## config.mk

```make
export PLATFORM = sky130hd
export DESIGN_NAME = bias_stream_seq_flat
export DESIGN_NICKNAME = d
export VERILOG_FILES = /design/src/rtl/bias_stream_seq_pkg.sv /design/src/rtl/bias_stream_seq_if.sv /design/src/rtl/bias_stream_seq_skid_buf.sv /design/src/rtl/bias_stream_seq.sv /design/src/flat_wrapper.sv
export SDC_FILE = /design/constraint.sdc
export NUM_CORES = 1
export LEC_CHECK = 0
export ABC_CLOCK_PERIOD_IN_PS = 1700
export CAP_MARGIN = 0
export CORE_MARGIN = 5
export CORE_UTILIZATION = 55
export CTS_CLUSTER_SIZE = 24
export DETAILED_ROUTE_END_ITERATION = 12
export DONT_BUFFER_PORTS = 1
export PLACE_DENSITY = 0.8
export RECOVER_POWER = 25
export SLEW_MARGIN = 20
export SYNTH_ARGS = -nofsm -noshare
export SYNTH_HDL_FRONTEND = slang
export SYNTH_SLANG_ARGS = --single-unit
export TNS_END_PERCENT = 50
```

## constraint.sdc

```tcl
create_clock -name ap_clk -period 1.7 [get_ports ap_clk]
set_clock_uncertainty 0.15 [all_clocks]
set_input_delay 0.17 -clock ap_clk [delete_from_list [all_inputs] [get_ports ap_clk]]
set_output_delay 0.17 -clock ap_clk [all_outputs]
set_load 0.05 [all_outputs]
```

## src/rtl/bias_stream_seq_pkg.sv

```systemverilog
// rtl/bias_stream_seq_pkg.sv - shared sizes, FSM encoding and address-width helper for bias streamers
// Contents:
//   coeff_width      bias/weight coefficient width
//   kern_s_k_N       per-layer output-channel counts (feed MEM_SIZE)
//   seq_state_t      2-bit sequencer state encoding
//   addr_width()     ROM address width, never below 1 bit
package bias_stream_seq_pkg;

    localparam int coeff_width = 16;

    localparam int kern_s_k_0 = 16;
    localparam int kern_s_k_1 = 32;
    localparam int kern_s_k_2 = 64;

    typedef enum logic [1:0] {
        ST_IDLE  = 2'd0,
        ST_RUN   = 2'd1,
        ST_DRAIN = 2'd2,
        ST_DONE  = 2'd3
    } seq_state_t;

    // A one-word ROM still needs a 1-bit address bus.
    function automatic int addr_width(input int depth);
        return (depth > 1) ? $clog2(depth) : 1;
    endfunction

endpackage

```

## src/rtl/bias_stream_seq_if.sv

```systemverilog
// rtl/bias_stream_seq_if.sv - ROM read port and ap_fifo output stream bundle
// Signals:
//   rom_address, rom_ce   sequencer -> ROM read request
//   rom_q                 ROM -> sequencer, valid the cycle after rom_ce
//   output_V_din/_write   sequencer -> FIFO write
//   output_V_full_n       FIFO -> sequencer, not-full
// Modports: master = sequencer side, slave = ROM/FIFO side.
interface bias_stream_seq_if #(
    parameter int ADDR_W     = 4,
    parameter int DATA_WIDTH = 16
);
    logic [ADDR_W-1:0]     rom_address;
    logic                  rom_ce;
    logic [DATA_WIDTH-1:0] rom_q;
    logic [DATA_WIDTH-1:0] output_V_din;
    logic                  output_V_full_n;
    logic                  output_V_write;

    modport master (
        output rom_address, rom_ce, output_V_din, output_V_write,
        input  rom_q, output_V_full_n
    );

    modport slave (
        input  rom_address, rom_ce, output_V_din, output_V_write,
        output rom_q, output_V_full_n
    );
endinterface

```

## src/rtl/bias_stream_seq_skid_buf.sv

```systemverilog
// rtl/bias_stream_seq_skid_buf.sv - bias_skid_buf: 2-entry FIFO absorbing ROM read latency
// Ports:
//   clk, rst        clock, async active-high reset
//   push, push_data write a word (caller guarantees count < 2)
//   pop             drop the head word (caller guarantees count > 0)
//   count           words held, 0..2
//   head            oldest word, 0 when empty
module bias_skid_buf #(
    parameter int DATA_WIDTH = 16
) (
    input  logic                  clk,
    input  logic                  rst,
    input  logic                  push,
    input  logic [DATA_WIDTH-1:0] push_data,
    input  logic                  pop,
    output logic [1:0]            count,
    output logic [DATA_WIDTH-1:0] head
);
    logic [DATA_WIDTH-1:0] mem [2];
    logic                  rd_ptr;
    logic                  wr_ptr;

    always_ff @(posedge clk or posedge rst) begin
        if (rst) begin
            mem[0] <= '0;
            mem[1] <= '0;
            rd_ptr <= 1'b0;
            wr_ptr <= 1'b0;
            count  <= 2'd0;
        end else begin
            if (push) begin
                mem[wr_ptr] <= push_data;
                wr_ptr      <= ~wr_ptr;
            end
            if (pop) begin
                rd_ptr <= ~rd_ptr;
            end
            // Simultaneous push and pop leave the count as is; the pointers keep order.
            case ({push, pop})
                2'b10:   count <= count + 2'd1;
                2'b01:   count <= count - 2'd1;
                default: count <= count;
            endcase
        end
    end

    assign head = (count != 2'd0) ? mem[rd_ptr] : '0;

endmodule

```

## src/rtl/bias_stream_seq.sv

```systemverilog
// rtl/bias_stream_seq.sv - replays a bias ROM NUM_PASSES times into an ap_fifo output stream
// Ports:
//   ap_clk, ap_rst   clock, async active-high reset
//   ap_start         run request, sampled in IDLE only
//   ap_done          high for the single DONE cycle
//   ap_idle          high while IDLE
//   bus (master)     ROM read port + output stream
// Option: BIAS_STREAM_SEQ_LOOP_EN makes the stream repeat forever after a start.
module bias_stream_seq
    import bias_stream_seq_pkg::*;
#(
    parameter int MEM_SIZE   = kern_s_k_0,
    parameter int DATA_WIDTH = coeff_width,
    parameter int NUM_PASSES = 4
) (
    input  logic ap_clk,
    input  logic ap_rst,
    input  logic ap_start,
    output logic ap_done,
    output logic ap_idle,
    bias_stream_seq_if.master bus
);
    localparam int ADDR_W = addr_width(MEM_SIZE);
    localparam logic [ADDR_W-1:0] LAST_ADDR = ADDR_W'(MEM_SIZE - 1);
`ifndef BIAS_STREAM_SEQ_LOOP_EN
    localparam int PASS_W = $clog2(NUM_PASSES + 1);
    localparam logic [PASS_W-1:0] LAST_PASS = PASS_W'(NUM_PASSES - 1);
    logic [PASS_W-1:0] pass;
`endif

    seq_state_t            state;
    logic [ADDR_W-1:0]     addr;
    logic                  in_flight;
    logic [1:0]            skid_count;
    logic [DATA_WIDTH-1:0] skid_head;
    logic [2:0]            occupancy;
    logic                  issue;
    logic                  write;

    // Words already buffered plus the one the ROM is returning: never let
    // this reach 3, whatever the FIFO does, so the skid cannot overflow.
    assign occupancy = {1'b0, skid_count} + {2'b00, in_flight};
    assign issue     = (state == ST_RUN) && (occupancy < 3'd2);
    assign write     = (skid_count != 2'd0) && bus.output_V_full_n;

    bias_skid_buf #(
        .DATA_WIDTH(DATA_WIDTH)
    ) u_skid (
        .clk       (ap_clk),
        .rst       (ap_rst),
        .push      (in_flight),
        .push_data (bus.rom_q),
        .pop       (write),
        .count     (skid_count),
        .head      (skid_head)
    );

    assign bus.rom_ce         = issue;
    assign bus.rom_address    = addr;
    assign bus.output_V_din   = skid_head;
    assign bus.output_V_write = write;

    always_ff @(posedge ap_clk or posedge ap_rst) begin
        if (ap_rst) begin
            state     <= ST_IDLE;
            addr      <= '0;
            in_flight <= 1'b0;
            ap_done   <= 1'b0;
            ap_idle   <= 1'b1;
`ifndef BIAS_STREAM_SEQ_LOOP_EN
            pass      <= '0;
`endif
        end else begin
            // rom_q for this read is valid next cycle and is pushed on the edge after.
            in_flight <= issue;

            if (issue) begin
                if (addr == LAST_ADDR) begin
                    addr <= '0;
`ifndef BIAS_STREAM_SEQ_LOOP_EN
                    pass <= pass + PASS_W'(1);
`endif
                end else begin
                    addr <= addr + ADDR_W'(1);
                end
            end

            case (state)
                ST_IDLE: begin
                    if (ap_start) begin
                        state   <= ST_RUN;
                        ap_idle <= 1'b0;
                        addr    <= '0;
`ifndef BIAS_STREAM_SEQ_LOOP_EN
                        pass    <= '0;
`endif
                    end
                end
                ST_RUN: begin
`ifndef BIAS_STREAM_SEQ_LOOP_EN
                    if (issue && (addr == LAST_ADDR) && (pass == LAST_PASS)) begin
                        state <= ST_DRAIN;
                    end
`endif
                end
                ST_DRAIN: begin
                    if ((skid_count == 2'd0) && !in_flight) begin
                        state   <= ST_DONE;
                        ap_done <= 1'b1;
                    end
                end
                ST_DONE: begin
                    state   <= ST_IDLE;
                    ap_done <= 1'b0;
                    ap_idle <= 1'b1;
                end
                default: begin
                    state <= ST_IDLE;
                end
            endcase
        end
    end

endmodule
```

## src/flat_wrapper.sv

```systemverilog
// flat-port wrapper written by rule: the top's interface ports become plain ports
module bias_stream_seq_flat import bias_stream_seq_pkg::*;
#(
    parameter int MEM_SIZE   = kern_s_k_0,
    parameter int DATA_WIDTH = coeff_width,
    parameter int NUM_PASSES = 4
)
  (ap_clk, ap_rst, ap_start, ap_done, ap_idle, bus_rom_address, bus_rom_ce, bus_output_V_din, bus_output_V_write, bus_rom_q, bus_output_V_full_n);
  bias_stream_seq_if #(.DATA_WIDTH(DATA_WIDTH)) bus_i ();
  input  logic ap_clk;
  input  logic ap_rst;
  input  logic ap_start;
  output logic ap_done;
  output logic ap_idle;
  output wire logic [$bits(bus_i.rom_address)-1:0] bus_rom_address;
  output wire logic [$bits(bus_i.rom_ce)-1:0] bus_rom_ce;
  output wire logic [$bits(bus_i.output_V_din)-1:0] bus_output_V_din;
  output wire logic [$bits(bus_i.output_V_write)-1:0] bus_output_V_write;
  input wire logic [$bits(bus_i.rom_q)-1:0] bus_rom_q;
  input wire logic [$bits(bus_i.output_V_full_n)-1:0] bus_output_V_full_n;
  assign bus_rom_address = bus_i.rom_address;
  assign bus_rom_ce = bus_i.rom_ce;
  assign bus_output_V_din = bus_i.output_V_din;
  assign bus_output_V_write = bus_i.output_V_write;
  assign bus_i.rom_q = bus_rom_q;
  assign bus_i.output_V_full_n = bus_output_V_full_n;
  bias_stream_seq #(.MEM_SIZE(MEM_SIZE), .DATA_WIDTH(DATA_WIDTH), .NUM_PASSES(NUM_PASSES)) u_core (.ap_clk(ap_clk), .ap_rst(ap_rst), .ap_start(ap_start), .ap_done(ap_done), .ap_idle(ap_idle), .bus(bus_i));
endmodule
```

* Word level (Yosys, flattened, before mapping)
Index checks and enable logic that the tools add are counted.
** Cells by class
- Reductions and logical operators :: 16
- Muxes and demuxes :: 24
- Add/sub/neg operators :: 5
- Eq/ne operators :: 10
- Bitwise operators :: 4
- $lt $le $gt $ge :: 4
- $mul :: 0
- Divide/modulo/power cells :: 0
- Shift-type cells :: 0
** Operator list (number)
- 16-bit two-way mux :: 5
- 32-bit bitwise mux :: 1
- 16-bit demux with 1-bit select :: 1
- 4-bit two-way mux :: 4
- 3-bit two-way mux :: 4
- 2-bit one-hot mux with 4 select lines :: 1
- 2-bit nonzero test :: 4
- 2-bit equality test (second input constant) :: 3
- 1-bit logical AND :: 6
- 2-bit two-way mux :: 3
- 4-bit by 1-bit adder with 4-bit output (second input constant) :: 1
- 2-bit by 1-bit equality test with 1-bit output (second input constant) :: 2
- 4-bit equality test (second input constant) :: 1
- 2-bit >= comparator (second input constant) :: 2
- 2-bit zero test :: 2
- 2-bit inequality test (second input constant) :: 2
- 1-bit NOT with 2-bit output :: 2
- 1-bit one-hot mux with 2 select lines :: 2
- 2-bit one-hot mux with 2 select lines :: 1
- 2-bit AND reduction :: 2
- 2-bit by 1-bit adder with 3-bit output :: 1
- 3-bit by 1-bit adder with 3-bit output (second input constant) :: 1
- 3-bit by 2-bit equality test with 1-bit output (second input constant) :: 1
- 3-bit by 2-bit < comparator with 1-bit output (second input constant) :: 1
- 8 further kinds :: 10
** Word-level totals
- Logic and storage cells :: 74
- Bits in writable memories :: 0
- Output and inout port bits :: 24
- Bits in read-only memories :: 0
- Latch bits :: 0
- Input bits :: 20
- Memories :: 0
- Register bits after elaboration :: 48

* Depth between registers and ports, before layout
- Depth in word-level cells :: 7
- Mapped depth :: 7
- Gate-level depth less buffers :: 6

* Modules after synthesis
Synthesis repeated with hierarchy kept, for this count alone.
** Unflattened totals
- Cell total of the unflattened synthesis :: 189
- Area total of the unflattened synthesis :: 2377.3 um^2
** Modules (own cells, without submodules)
- bias_skid_buf :: sequential area each 900.9 um^2, area an instance 1662.8 um^2, cells each 118, times used 1
- bias_stream_seq :: sequential area each 301.5 um^2, area an instance 714.4 um^2, cells each 71, times used 1

* Worst setup path after synthesis
Ideal clock, no wire load.
- Path type :: reg2reg
- Start point :: reg u_core.u_skid.count[0]
- End point :: reg u_core.u_skid.count[1]
- Setup slack :: -548 ps
- Library setup time :: 79 ps
- Data required time :: 1471 ps
- Path buffers :: 0
- Clock period less this slack :: 2248 ps
- Cell stages (with the launch flop) :: 6
- Arrival :: 2018 ps
- Cells stage by stage :: dfrtp_1 nor2_1 nor2b_1 ha_1 nor2_1 xor2_1
** Between the ends
- Cells in the longest elaborated chain, start to end :: 4
- Elaborated cells on any way between the ends :: 8
- Classes of those cells :: add/sub: 2; eq/ne: 2; mux: 1; reduce/logical: 3
** RTL lines
- start: declaration :: line bias_stream_seq_skid_buf.sv:16 : output logic [1:0] count,
- start signal: assignment :: line bias_stream_seq_skid_buf.sv:40 : 2'b10: count <= count + 2'd1;
- start signal: assignment :: line bias_stream_seq_skid_buf.sv:41 : 2'b01: count <= count - 2'd1;
- start signal: assignment :: line bias_stream_seq_skid_buf.sv:42 : default: count <= count;
- 2-bit nonzero test * :: line bias_stream_seq.sv:44 : assign write = (skid_count != 2'd0) && bus.output_V_full_n;
- 1-bit logical AND * :: line bias_stream_seq.sv:44
- net bus_output_V_write :: line flat_wrapper.sv:18 : output wire logic [$bits(bus_i.output_V_write)-1:0] bus_output_V_write;
- 2-bit by 1-bit equality test with 1-bit output / 2-bit equality test (equally long branches) :: line bias_stream_seq_skid_buf.sv:39 : case ({push, pop})
- 2-bit one-hot mux with 2 select lines / 2-bit nonzero test (equally long branches)
Mark *: on every way through the listed nets, which the timed path passes. The rest lies on a longest branch.
A chain may end at the register's enable or synchronous reset.

* Worst setup path after layout
- Start point :: reg u_core.u_skid.rd_ptr
- End point :: out bus_output_V_din[3]
** Between the ends
- Cells in the longest elaborated chain, start to end :: 5
** RTL lines
- start: declaration :: line bias_stream_seq_skid_buf.sv:20 : logic rd_ptr;
- start signal: assignment :: line bias_stream_seq_skid_buf.sv:36 : rd_ptr <= ~rd_ptr;
- 1-bit NOT with 2-bit output (implied by the code) :: line bias_stream_seq_skid_buf.sv:47 : assign head = (count != 2'd0) ? mem[rd_ptr] : '0;
- 16-bit two-way mux (implied by the code) (3 in series) :: line bias_stream_seq_skid_buf.sv:47
- 16-bit two-way mux :: line bias_stream_seq_skid_buf.sv:47
- end: declaration :: line flat_wrapper.sv:17 : output wire logic [$bits(bus_i.output_V_din)-1:0] bus_output_V_din;
No other way between the ends. The select of a mux whose other input is x is not followed.

==> flow_summary.toml <==
[die]
die_h_um = 74.9
dieArea_um2 = 5620
ios = 44
die_x_um = 74.9
start_util = 0.572
rows = 23
core-area_um2 = 4060

[critical_path]
reg2regPathDepth = 6
startpoint_type = "register"
worstPathArrival_ns = 1.43
cp.required_ns = 1.38
path_max_fanout = 6
cpMaxStageDelayCell = "dfrtp_1"
r2r-start = "u_core.pass[1]"
cpLargestDelayFamily = "flip-flops"
cpMostUsedCell = "buf_6"
crit_type = "register to output port"
crit_cells = 4
crit_buf_inv = 2
end_kind = "output port"
path_cells = "buf_6, mux2i_1, nor2_1, buf_6"
slowest_delay_ns = 0.41
reg2reg_slack_ns = -0.02
r2r_end = "u_core.state[1]"

[yosys]
syn-cell-area_um2 = 2320
synth.most_common_cell = "nand2_1"
synth_edf_count = 0
ys_seq_area_frac = 0.518
yosys_warnings = 0
ys_ff_latch = 48
synth.distinct_cells = 29
synth_common_cells = "nand2_1, dfrtp_1, nor2_1"
netlist_top_cells_area = "dfrtp_1, nand2_1, mux2i_1"
synth_nets = 252
yosysTopAreaCell = "dfrtp_1"
synth-async-reset-ratio = 1.00
synth_cells = 223
syn_area_per_cell_um2 = 10.4
yosys.area.top_type_share = 0.507
synth_flop_cell = "dfrtp_1"

[cells_and_area]
insertedDiodeCount = 0
final_layout_size_suffix_gt1_frac = 0.366
register_area_um2 = 1210
final_nets = 313
area_growth_pct = 38.5
nFillCells = 207
multi_input_area_um2 = 1150

[placement]
port_buffers = 0
gp_congestion = 0.817
dpl.hpwl_um = 3380
place_ws_ns = 0.00174

[clock_tree]
numCtsBuffers = 5
h-tree-depth = 2
clk_pin_slew_ns = 0.09
cts_tree = "done"
clock_latency_ns = 0.31
cts_sinks = 48
clock_tree.buffer_depth = 2
cts-root-buf = "clkbuf_8"

[min_path]
whs_path_depth = 2
min_to = "u_core.state[0]"
min_from = "ap_start"
hold_class = "primary input to register"

[sta]
drv_slew = 0
worstMarginPinSlew_ns = 0.843
setup_slack_ns = -0.0507
hold_slack_ns = 0.0338
slew_headroom = 0.437
setup_viol = 3
rsz0062_at_grt = "yes"
period_share = 1.03
fin_crit_ns = 1.75
hold_viol_final = 0
max_freq_ghz = 0.571

[detailed_routing]
totalWireLength_um = 5830
num_vias = 1860
drtPass1Iterations = 4
post_drt_wl_per_cell_um = 17.5
final_antenna_net_count = 0
drcViolationCount = 0
vias_per_cell = 5.57
dr.first_iter.drc_count = 130

[job]
maxCapViolations = 0

[global_route]
overflow = 0
grt_pass1_wl_um = 8880
met2_usage = 0.362
antenna_found_initial = 0
use_met1 = 0.261
first_global_vias = 1907
grt_util_met3 = 0.0427
busiest_layer = "met2"
grt_max_degree = 23
track_usage = 0.212

[status]
status = "finished with violations"
violations = "negative setup slack"
==> cell type report <==
| type | count | area share |
|---|---|---|
| Clock buffer | 5 | 0.0214 |
| Clock inverter | 2 | 0.00390 |
| Tap cell | 50 | 0.0195 |
| Multi-Input combinational cell | 158 | 0.360 |
| Inverter | 6 | 0.00701 |
| Sequential cell | 48 | 0.376 |
| Timing Repair Buffer | 65 | 0.213 |
==> through the flow <==
stage / setup TNS (ns) / util / area, um2 / std cells
2_1_floorplan: -0.692 / - / 2350 / 223
3_3_place_gp: 0 / 0.676 / 2740 / 300
3_5_place_dp: 0 / 0.676 / 2740 / 300
4_1_cts: -0.0232 / 0.766 / 3110 / 333
5_1_grt: -0.553 / 0.792 / 3210 / 334
6_report: -0.0966 / 0.792 / 3210 / 334
==> cell families after synthesis <==
family                     after synthesis  synth area share
AOI/OAI and AO/OA                        7            0.0216
xor gates and xnor gates                 9            0.0340
adders and majority gates                9            0.0485
buffers and inverters                   17            0.0340
DFF                                     48             0.518
muxes                                   35             0.162
and+or+nand+nor                         98             0.182
==> how the worst max path moves through the flow <==
| stage | slack (ns) | to | startpoint |
|---|---|---|---|
| final | -0.05 | bus_output_V_din[3] | u_core.u_skid.rd_ptr |
| after global routing | -0.08 | u_core.state[1] | u_core.pass[1] |
| after detailed placement | 0.002 | u_core.state[1] | u_core.pass[0] |
| after CTS | -0.02 | u_core.state[1] | u_core.pass[0] |
| after floorplan | -0.16 | bus_output_V_din[2] | u_core.u_skid.rd_ptr |
| after global placement | 0.02 | bus_rom_ce | u_core.state[1] |
==> sequential cells by signal (all words and copies together), names as in the netlist <==
| register | count |
|---|---|
| u_core.ap_done | 1 |
| u_core.ap_idle | 1 |
| u_core.bus.rom_address | 4 |
| u_core.in_flight | 1 |
| u_core.pass | 3 |
| u_core.state | 2 |
| u_core.u_skid.count | 2 |
| u_core.u_skid.mem | 32 |
| u_core.u_skid.rd_ptr | 1 |
| u_core.u_skid.wr_ptr | 1 |
==> routing by layer <==
metal / up-vias / routed length, um
met1: 934 / 2350
met2: 63 / 3050
met3: 19 / 299
met4: 0 / 132
met5: - / 0
li1: 844 / -
==> repair_timing <==
| action | CTS | global route |
|---|---|---|
| hold endpoints to repair | 61 | 0 |
| pin swaps | 3 | 6 |
| hold buffers | 18 | 0 |
| setup buffers | 8 | 1 |
| resized for setup | 12 | 26 |
| setup endpoints to repair | 15 | 24 |
==> layout by cell type (no fill, tap or decap), drive strengths merged, types with 2 or more instances in the layout <==
cell / instances
nor2: 24
inv: 6
ha: 9
xor2: 4
a21oi: 3
dfrtp: 47
nor2b: 2
nand3: 3
nand2b: 3
xnor2: 5
mux2: 17
clkbuf: 7
and3: 4
nand2: 55
buf: 45
mux2i: 18
dlygate4sd3: 18
and2: 3
nor3: 2
Power is left out: the tool's default activity adds up to more than one toggle a clock period on the data nets, which glitch-free logic cannot reach.
